File: src/rtl/serial_add_pkg.sv
// Shared definitions for the bit-serial adder controller: FSM encoding,
// operand width and the bit positions used on the TinyTapeout pin map.
package serial_add_pkg;

    typedef enum logic [1:0] {
        ST_IDLE = 2'd0,
        ST_RUN  = 2'd1,
        ST_DONE = 2'd2
    } state_t;

    localparam int WIDTH = 4;

    localparam int UIO_START_BIT = 0;
    localparam int UIO_CLEAR_BIT = 1;

    localparam int UO_BUSY_BIT = 5;
    localparam int UO_DONE_BIT = 6;

endpackage

File: src/rtl/ha_cell.sv
// Single half-adder cell; two of these plus an OR make the serial full adder.
module ha_cell (
    input  logic i_a,
    input  logic i_b,
    output logic o_sum,
    output logic o_carry
);

    assign o_sum   = i_a ^ i_b;
    assign o_carry = i_a & i_b;

endmodule

File: src/rtl/tt_um_kavinmalar_serial_add_ctrl.sv
// Bit-serial unsigned adder: captures two 4-bit operands on start, adds one
// bit per enabled cycle LSB-first, and presents a 5-bit result with busy/done.
module tt_um_kavinmalar_serial_add_ctrl #(
    parameter int WIDTH = serial_add_pkg::WIDTH,
    parameter int CW    = 3
) (
    input  logic       clk,
    input  logic       rst_n,
    input  logic       ena,
    input  logic [7:0] ui_in,
    input  logic [7:0] uio_in,
    output logic [7:0] uo_out,
    output logic [7:0] uio_out,
    output logic [7:0] uio_oe
);

    import serial_add_pkg::*;

    state_t           r_state;
    logic [WIDTH-1:0] r_a;
    logic [WIDTH-1:0] r_b;
    logic [WIDTH-1:0] r_acc;
    logic             r_carry;
    logic [CW-1:0]    r_idx;
    logic [WIDTH:0]   r_result;

    logic w_start;
    logic w_clear;
    logic w_s1;
    logic w_c1;
    logic w_sum;
    logic w_c2;
    logic w_cout;
    logic w_last;
    logic w_unused;

    assign w_start  = uio_in[UIO_START_BIT];
    assign w_clear  = uio_in[UIO_CLEAR_BIT];
    assign w_unused = &{1'b0, uio_in[7:2]};

    ha_cell u_ha0 (
        .i_a     (r_a[0]),
        .i_b     (r_b[0]),
        .o_sum   (w_s1),
        .o_carry (w_c1)
    );

    ha_cell u_ha1 (
        .i_a     (w_s1),
        .i_b     (r_carry),
        .o_sum   (w_sum),
        .o_carry (w_c2)
    );

    assign w_cout = w_c1 | w_c2;
    assign w_last = (r_idx == CW'(WIDTH - 1));

    // Sum bits enter at the top of the accumulator so the first (LSB) bit
    // has drifted down to bit 0 once all WIDTH bits have been produced.
    always_ff @(posedge clk or negedge rst_n) begin
        if (!rst_n) begin
            r_state  <= ST_IDLE;
            r_a      <= '0;
            r_b      <= '0;
            r_acc    <= '0;
            r_carry  <= 1'b0;
            r_idx    <= '0;
            r_result <= '0;
        end else if (ena) begin
            if (w_clear) begin
                r_state  <= ST_IDLE;
                r_a      <= '0;
                r_b      <= '0;
                r_acc    <= '0;
                r_carry  <= 1'b0;
                r_idx    <= '0;
                r_result <= '0;
            end else begin
                case (r_state)
                    ST_IDLE: begin
                        if (w_start) begin
                            r_a     <= ui_in[WIDTH-1:0];
                            r_b     <= ui_in[2*WIDTH-1:WIDTH];
                            r_acc   <= '0;
                            r_carry <= 1'b0;
                            r_idx   <= '0;
                            r_state <= ST_RUN;
                        end
                    end
                    ST_RUN: begin
                        r_acc   <= {w_sum, r_acc[WIDTH-1:1]};
                        r_a     <= r_a >> 1;
                        r_b     <= r_b >> 1;
                        r_carry <= w_cout;
                        r_idx   <= r_idx + CW'(1);
                        if (w_last) begin
                            r_result <= {w_cout, w_sum, r_acc[WIDTH-1:1]};
                            r_state  <= ST_DONE;
                        end
                    end
                    ST_DONE: begin
                        // Four-phase handshake: a held start cannot relaunch.
                        if (!w_start) begin
                            r_state <= ST_IDLE;
                        end
                    end
                    default: r_state <= ST_IDLE;
                endcase
            end
        end
    end

    always_comb begin
        uo_out              = '0;
        uo_out[WIDTH:0]     = r_result;
        uo_out[UO_BUSY_BIT] = (r_state == ST_RUN);
        uo_out[UO_DONE_BIT] = (r_state == ST_DONE);
    end

    assign uio_out = 8'h00;
    assign uio_oe  = 8'h00;

endmodule

File: config.mk
export PLATFORM = sky130hd
export DESIGN_NAME = tt_um_kavinmalar_serial_add_ctrl
export DESIGN_NICKNAME = d
export VERILOG_FILES = /design/src/rtl/serial_add_pkg.sv /design/src/rtl/ha_cell.sv /design/src/rtl/tt_um_kavinmalar_serial_add_ctrl.sv
export SDC_FILE = /design/constraint.sdc
export NUM_CORES = 1
export LEC_CHECK = 0
export CORE_MARGIN = 10
export CORE_UTILIZATION = 45
export DETAILED_ROUTE_END_ITERATION = 10
export DONT_BUFFER_PORTS = 1
export SYNTH_ARGS = -nofsm -noshare
export SYNTH_HDL_FRONTEND = slang
export SYNTH_SLANG_ARGS = --single-unit
File: constraint.sdc
create_clock -name clk -period 3.6 [get_ports clk]
set_clock_uncertainty 0.2 [all_clocks]
set_input_delay 0.72 -clock clk [delete_from_list [all_inputs] [get_ports clk]]
set_output_delay 0.72 -clock clk [all_outputs]
set_load 0.1 [all_outputs]
==> results of run 1 <==
==> worst paths after layout <==
path,startpoint,to,slack [ns],cells after the start
min reg2reg,r_b[1],r_b[1],0.32,1
max in group asynchronous,rst_n,r_idx[1],1.81,1
min in group asynchronous,rst_n,r_state[0],0.80,1
max reg2reg,r_state[0],r_b[2],1.15,4
min,uio_in[1],r_result[1],0.29,1
max,r_state[0],uo_out[5],0.87,1
==> layout make-up <==
class                   count  share of cell area (%)
well taps                  31                    2.84
repair buffers              4                    2.38
flip-flops and latches     22                    40.3
inverters                  13                    3.57
clock buffers               3                    1.65
clock inverters             1                    2.20
multi-input cells          86                    47.1
==> metrics by stage <==
stage / cell area [sq um] / power [mW] / utilization (%) / cells / setup WS [ns]
after floorplan: 1410 / 0.592 / - / 144 / 0.854
after global placement: 1300 / 0.595 / 46.5 / 155 / 1.22
after detailed placement: 1300 / 0.601 / 46.5 / 155 / 1.19
after CTS: 1370 / 0.797 / 48.7 / 160 / 0.859
after global routing: 1370 / 0.828 / 48.7 / 160 / 0.784
final: 1370 / 0.788 / 48.7 / 160 / 0.873
==> cell usage in the layout (no fill, tap or decap), drive strengths merged <==
cell type,n
dfrtp,22
conb,17
inv,13
mux2,11
nand2,7
nand2b,7
mux2i,6
o22ai,6
o21ai,6
nand4bb,4
nor3b,3
a22oi,3
clkbuf,3
buf,3
nor2b,2
or4bb,2
ha,2
and2b,1
nor2,1
or3,1
o211ai,1
and4b,1
a21oi,1
nand3b,1
a2bb2oi,1
o32ai,1
fa,1
bufinv,1
dlygate4sd3,1
==> power by group through the flow <==
| stage | sequential (mW) | combinational [mW] | clock [mW] |
|---|---|---|---|
| 6_report | 0.388 | 0.212 | 0.188 |
| 5_1_grt | 0.394 | 0.227 | 0.206 |
| 4_1_cts | 0.389 | 0.213 | 0.195 |
| 3_5_place_dp | 0.394 | 0.207 | 0 |
| 3_3_place_gp | 0.392 | 0.202 | 0 |
| 2_1_floorplan | 0.379 | 0.213 | 0 |
==> state kept, by name, summed over array words and instances, names as in the netlist <==
| name | cells |
|---|---|
| r_state | 2 |
| r_a | 4 |
| r_carry | 1 |
| r_b | 4 |
| r_idx | 3 |
| r_result | 5 |
| r_acc | 3 |
==> what timing repair did <==
action,4_1_cts,5_1_grt
hold endpoints to repair,22,0
hold buffers,1,0
setup buffers,0,0
==> kinds of logic after synthesis <==
logic type	Yosys count	share of synthesized area, %
buf+inv	36	15.9
fa+ha+maj	3	3.35
flops	22	40.9
other cells	1	0.279
compound gates	19	9.30
mux	17	14.8
simple gates	30	15.4
==> routing by layer <==
metal  track usage (%)  vias up  part of all wire, %
li1                  -      406                    -
met1              9.64      414                   41
met2              17.9       18                   54
met3              3.15        0                  5.8
met4              3.15        0                    0
met5                 0        -                    0
==> impl_metrics.csv, run 1 <==
group,metric,value,unit
floorplan,die_width,74.7,um
synth,synth_seq_area_share,40.9,%
floorplan,io_pins,43,
clock_tree,cts_tree,"done",
clock_tree,cts_root_buf,"clkbuf_4",
sta,rsz0062_at_grt,"no",
power,p_leak,0.633,nW
floorplan,core_area,0.00281,sq mm
sta,setup_viol,0,
global_routing,grt_pass1_vias,889,
power,power_density,577,mW/mm^2
layout,drive_above_1_share,15.5,%
route,drc,0,
synth,synthTopCellsByArea,"dfrtp_1 (41%), buf_4 (10%), mux2_2 (5.9%)",
synth,synthArstFlopShare,100,%
route,first_pass_iters,4,
global_routing,overflow,0,
synth,ys_types,30,
layout,nets,152,
sta,worst_hold_slack,0.288,ns
synth,netlist_area,0.00135,sq mm
sta,worst_pin_slew,0.972,ns
sta,hold_violations,0,
clock_tree,htree_num_levels,1,
status,run_status,"completed",
critical_path,cp-end-kind,"output port",
power,intPower,0.457,mW
power,p_seq_share,49.3,%
critical_path,critPathMaxStageDelay,0.82,ns
critical_path,slowest_stage,"and2b_1",
clock_tree,numClockSinks,22,
route,viasPerCell,5.24,
layout,area_growth,1.58,%
critical_path,start_kind,"register",
power,p_switching,0.331,mW
global_routing,grt_max_degree,25,
critical_path,crit_type,"reg2out",
synth,avgSynthCellArea,10.5,sq um
clock_tree,cts_resized,0,
clock_tree,numCtsBuffers,3,
layout,multiInputGateArea,643,sq um
floorplan,initial_core_util,47.9,%
layout,seq_area,551,sq um
route,drt_iter0_markers,42,
route,via_count,838,
placement,place.port_buffers,0,
synth,ys_warn_count,0,
clock_tree,clk_pin_slew_worst_paths,0.13,ns
hold_path,hold_path_class,"in2reg",
sta,maxSlewHeadroom,35.0,%
synth,synth.top_cells.by_count,"dfrtp_1 (22), buf_4 (18), inv_1 (13)",
critical_path,path_cells,"and2b_1",
critical_path,critPathBufInv,0,
run,maxCapViolations,0,
synth,yosysTopAreaCellShare,40.9,%
placement,dp_hpwl,1.96,mm
floorplan,rows,19,
global_routing,grt.total_usage,9.50,%
global_routing,grt_pass1_wl,4.22,mm
route,ant_nets,0,
synth,synth-seq-cells,22,
synth,synth_largest_area_cell,"dfrtp_1",
global_routing,antenna_found_initial,0,
sta,fin_crit,2.73,ns
route,avgRoutedWirePerCell,16.4,um
layout,num_antenna_cells,0,
synth,synth_ff_type,"dfrtp_1",
synth,syn_inst,128,
power,combPwrFrac,26.9,%
synth,synth_edf_count,0,
layout,final.fill_count,267,
sta,fmax,0.367,GHz
synth,synth_most_common_cell,"dfrtp_1",
route,drt_wl_total,2.63,mm
power,swShare,42.0,%
floorplan,dieArea,0.00558,sq mm
floorplan,die_y,74.7,um
critical_path,worstPathMaxFanout,16,
sta,final.setup.tns,0,ns
clock_tree,cts_buffer_depth,2,
sta,slew_violations,0,
critical_path,worstPathRequired,2.68,ns
sta,finalCritPeriodShare,75.7,%
placement,place_congestion,0.696,
critical_path,crit_family,"simple AND/OR/NAND/NOR gates",
clock_tree,clk_latency,0.31,ns
critical_path,worstPathArrival,1.81,ns
power,vdd_drop_max,0.207,mV
power,clockPowerShare,23.8,%
Power figures use the tool's default switching activity.
==> run 2: changes to the inputs <==
Clock period 3.6 ns to 2.4 ns, I/O delays scaled along.
==> run 2 against run 1 <==
Effect of this change:
- final cell count increased by 4.4%
- critical path depth is 2 higher
- clock power grew 51%
- power grew 54%
- non-clock buffer count rose by 7
- critical path type unchanged
- largest cell class unchanged
- largest power group is now combinational cells
==> impl_metrics.csv, run 2 (synthesis gave the netlist of run 1 again) <==
group,metric,value,unit
status,run_status,"completed",
sta,finalCritPeriodShare,95.4,%
sta,hold_violations,0,
critical_path,cp-end-kind,"output port",
global_routing,grt_pass1_wl,4.24,mm
route,ant_nets,0,
placement,dpl_worst_slack,0.459,ns
floorplan,die_width,74.7,um
route,drt_wl_total,2.60,mm
power,p_leak,0.670,nW
clock_tree,clk_latency,0.31,ns
layout,layout_common_cells,"dfrtp_1 (22), conb_1 (17), inv_1 (13)",
layout,final.fill_count,264,
layout,final_common_cell,"dfrtp_1",
route,avgRoutedWirePerCell,15.6,um
floorplan,core_area,0.00281,sq mm
power,vdd_drop_max,0.645,mV
layout,utilization,50.6,%
hold_path,hold_path_class,"in2reg",
critical_path,ff2ff_path_depth,4,
critical_path,rrSetupSlack,0.53,ns
placement,place.port_buffers,0,
placement,placed_area,0.00136,sq mm
layout,reg_top3,"r_result x5, r_a x4, r_b x4",
floorplan,rows,19,
route,first_pass_iters,5,
route,via_count,873,
layout,top_register,"r_result",
sta,slew_violations,0,
clock_tree,numClockSinks,22,
critical_path,crit_path_start,"r_state[0]",
clock_tree,numCtsBuffers,3,
route,drt_iter0_markers,42,
global_routing,grt_max_degree,25,
floorplan,initial_core_util,47.9,%
layout,num_antenna_cells,0,
clock_tree,cts_root_buf,"clkbuf_4",
sta,final.setup.tns,0,ns
floorplan,io_pins,43,
layout,postLayoutCellArea,0.00142,sq mm
critical_path,worstPathArrival,1.61,ns
sta,fmax,0.437,GHz
route,drc,0,
layout,largest_reg_flops,5,
critical_path,start_kind,"register",
layout,seq_area,551,sq um
layout,area_growth,5.49,%
layout,drive_above_1_share,19.9,%
critical_path,crit_type,"reg2out",
clock_tree,clk_pin_slew_worst_paths,0.13,ns
global_routing,grt.total_usage,9.62,%
run,maxCapViolations,0,
clock_tree,cts_tree,"done",
clock_tree,htree_num_levels,1,
placement,dp_hpwl,1.98,mm
critical_path,worstPathRequired,1.72,ns
floorplan,die_y,74.7,um
sta,worst_pin_slew,1.00,ns
critical_path,r2r-end,"r_a[1]",
layout,multiInputGateArea,643,sq um
clock_tree,cts_setup_buffers,0,
global_routing,overflow,0,
global_routing,grt_pass1_vias,912,
layout,nets,159,
sta,setup_viol,0,
clock_tree,cts_buffer_depth,2,
sta,fin_crit,2.29,ns
critical_path,worstPathMaxFanout,9,
global_routing,antenna_found_initial,0,
floorplan,dieArea,0.00558,sq mm
sta,rsz0062_at_grt,"no",
sta,maxSlewHeadroom,33.1,%
placement,place_congestion,0.726,
power,power_density,857,mW/mm^2
route,viasPerCell,5.23,
critical_path,crit_path_end,"uo_out[5]",
sta,fin_ws,0.110,ns
critical_path,reg2reg_from,"r_state[0]",
[run 2: changes by cell type in the layout (fill, tap and decap cells not counted)]
cell / delta
buf_4: +7
[run 2: where the power goes]
part	leakage [nW]	internal, mW	total (mW)	switching [mW]
combinational	0.346	0.122	0.476	0.354
sequential	0.295	0.422	0.456	0.0342
clock	0.0279	0.169	0.284	0.115
total	0.670	0.713	1.22	0.504
[run 2: worst min path at each step]
| stage | startpoint | endpoint | slack (ns) | depth (start not counted) |
|---|---|---|---|---|
| after global placement | rst_n | r_b[2] | -0.01 | 0 |
| after global routing | uio_in[1] | r_result[3] | 0.01 | 1 |
| after detailed placement | rst_n | r_b[2] | -0.01 | 0 |
| after CTS | uio_in[1] | r_state[1] | 0.02 | 1 |
| final | uio_in[1] | r_result[4] | 0.04 | 1 |
| after floorplan | rst_n | r_a[0] | -0.02 | 0 |
[run 2: worst max-delay path: stages (launching register included)]
cell and delay, ns:
dfrtp_1 0.50, buf_4 0.21, and2b_1 0.26, buf_4 0.34
[run 2: per-layer routing]
layer | part of all wire (%) | global-route usage [%] | vias up
met5 | 0 | 0 | -
met4 | 0.50 | 1.89 | 0
li1 | - | - | 420
met2 | 52 | 17.4 | 21
met1 | 40 | 10.2 | 430
met3 | 7.7 | 4.20 | 2
[run 2: cell type report]
cell class | count | share of cell area, %
timing repair buffer | 11 | 6.00
sequential | 22 | 38.8
tap | 31 | 2.73
inverter | 13 | 3.44
multi-input combinational | 86 | 45.3
clock inverter | 1 | 2.12
clock buffer | 3 | 1.59
[run 2: stage by stage]
stage                     hold slack (ns)  total power [mW]  cells
after floorplan                   -0.0156             0.888    144
after global placement            -0.0147             0.924    162
after detailed placement          -0.0147             0.933    162
after CTS                          0.0219              1.23    167
after global routing               0.0119              1.28    167
final                              0.0389              1.22    167
[run 2: timing repair]
| action | 4_1_cts | 5_1_grt |
|---|---|---|
| resized for setup | 0 | 0 |
| hold buffers | 1 | 0 |
| endpoints found under the hold margin | 22 | 0 |
==> run 3: changes to the inputs <==
Settings changed: CTS_CLUSTER_SIZE from default to 8, REMOVE_ABC_BUFFERS from default to 1.
==> run 3 against run 2 <==
Effect of this change:
- flip-flop and latch count unchanged
- maximum frequency up 3.7%
- via count down 1.9%
- sequential share of layout area up 0.41 points
- global-route usage down 0.055 points
- sequential power about the same
- non-clock buffer count up 2
- final cell count up 0.60%
- critical path type unchanged
- largest cell class unchanged
==> impl_metrics.csv, run 3 (synthesis gave the netlist of run 1 again) <==
group,metric,value,unit
sta,slew_violations,0,
route,drc,0,
status,run_status,"completed",
floorplan,io_pins,43,
floorplan,die_width,74.7,um
sta,setup_viol,0,
placement,dp_hpwl,1.97,mm
placement,placed_area,0.00137,sq mm
layout,nets,161,
global_routing,grt_pass1_vias,898,
clock_tree,cts_resized,0,
clock_tree,cts_buffer_depth,2,
clock_tree,htree_num_levels,1,
critical_path,rrSetupSlack,0.52,ns
clock_tree,cts_setup_buffers,0,
critical_path,critPathMaxStageDelay,0.40,ns
clock_tree,cts_tree,"done",
layout,area_growth,4.37,%
sta,finalCritPeriodShare,92.0,%
critical_path,slowest_stage,"dfrtp_1",
route,viasPerCell,5.10,
floorplan,rows,19,
layout,final_common_cell,"dfrtp_1",
global_routing,grt.total_usage,9.57,%
global_routing,antenna_found_initial,0,
route,drt_iter0_markers,45,
global_routing,overflow,0,
floorplan,initial_core_util,47.9,%
layout,reg_top3,"r_result x5, r_a x4, r_b x4",
critical_path,worstPathArrival,1.53,ns
critical_path,path_cells,"buf_4 -> and2b_1 -> buf_4",
sta,fmax,0.453,GHz
placement,place_congestion,0.721,
critical_path,critical_path.most_common_cell,"buf_4",
hold_path,hold_path_class,"in2reg",
floorplan,die_y,74.7,um
route,ant_nets,0,
global_routing,grt_pass1_wl,4.17,mm
clock_tree,numCtsBuffers,3,
sta,worst_pin_slew,0.997,ns
clock_tree,cts_root_buf,"clkbuf_4",
power,vdd_drop_max,0.229,mV
clock_tree,clk_latency,0.30,ns
layout,top_register,"r_result",
critical_path,cp-end-kind,"output port",
layout,layout_common_cells,"dfrtp_1 (22), conb_1 (17), inv_1 (13)",
clock_tree,numClockSinks,22,
power,power_density,779,mW/mm^2
global_routing,grt_max_degree,25,
power,p_leak,0.666,nW
layout,drive_above_1_share,20.4,%
route,first_pass_iters,4,
sta,worst_hold_slack,0.0585,ns
run,maxCapViolations,0,
placement,dpl_worst_slack,0.461,ns
clock_tree,clk_pin_slew_worst_paths,0.11,ns
layout,largest_reg_flops,5,
floorplan,dieArea,0.00558,sq mm
critical_path,worstPathRequired,1.72,ns
sta,fin_ws,0.192,ns
sta,rsz0062_at_grt,"no",
route,drt_wl_total,2.57,mm
critical_path,crit_type,"reg2out",
route,via_count,856,
layout,num_antenna_cells,0,
sta,hold_violations,0,
power,fin_total_pwr,1.09,mW
route,avgRoutedWirePerCell,15.3,um
placement,place.port_buffers,0,
layout,postLayoutCellArea,0.00140,sq mm
critical_path,start_kind,"register",
floorplan,core_area,0.00281,sq mm
critical_path,worstPathMaxFanout,12,
sta,fin_crit,2.21,ns
sta,maxSlewHeadroom,33.3,%
## run 3: metal layers
metal / GRT usage, % / routed length (um)
met1: 11.2 / 1130
met2: 15.6 / 1150
met3: 3.68 / 272
met4: 3.78 / 16
met5: 0 / 0
## run 3: power breakdown
group | total, mW | switching (mW) | internal [mW]
clock | 0.162 | 0.104 | 0.0584
combinational | 0.476 | 0.352 | 0.124
sequential | 0.456 | 0.0340 | 0.422
## run 3: worst paths after layout
| check | to | from | depth (start not counted) |
|---|---|---|---|
| worst max-delay path | uo_out[5] | r_state[1] | 3 |
| worst min-delay path | r_result[2] | uio_in[1] | 1 |
| worst max register to register | r_acc[1] | r_state[0] | 5 |
| worst min register to register | r_b[1] | r_b[1] | 1 |
| max in group asynchronous | r_a[1] | rst_n | 1 |
| min in group asynchronous | r_a[2] | rst_n | 1 |
## run 3: critical path, delay by kind of cell, from the launching register on
kind | cells | cell delay (ns)
simple gates | 1 | 0.32
flops | 1 | 0.40
buf+inv | 2 | 0.50
## run 3: layout make-up
class | instances | area (sq um)
fillers | 263 | 1400
multi-input cells | 86 | 643
flip-flops and latches | 22 | 551
repair buffers | 13 | 100
inverters | 13 | 48.8
well taps | 31 | 38.8
clock buffers | 3 | 22.5
## run 3: timing repair
| action | 4_1_cts | 5_1_grt |
|---|---|---|
| setup endpoints to repair | 0 | 0 |
| hold endpoints to repair | 22 | 0 |
| hold buffers | 1 | 0 |
## run 3: metrics by stage
| stage | setup TNS, ns | util, % | std cells |
|---|---|---|---|
| final | 0 | 50.0 | 168 |
| after floorplan | -0.105 | - | 121 |
| after global routing | 0 | 50.0 | 168 |
| after global placement | 0 | 48.9 | 164 |
| after CTS | 0 | 50.0 | 168 |
| after detailed placement | 0 | 48.9 | 164 |
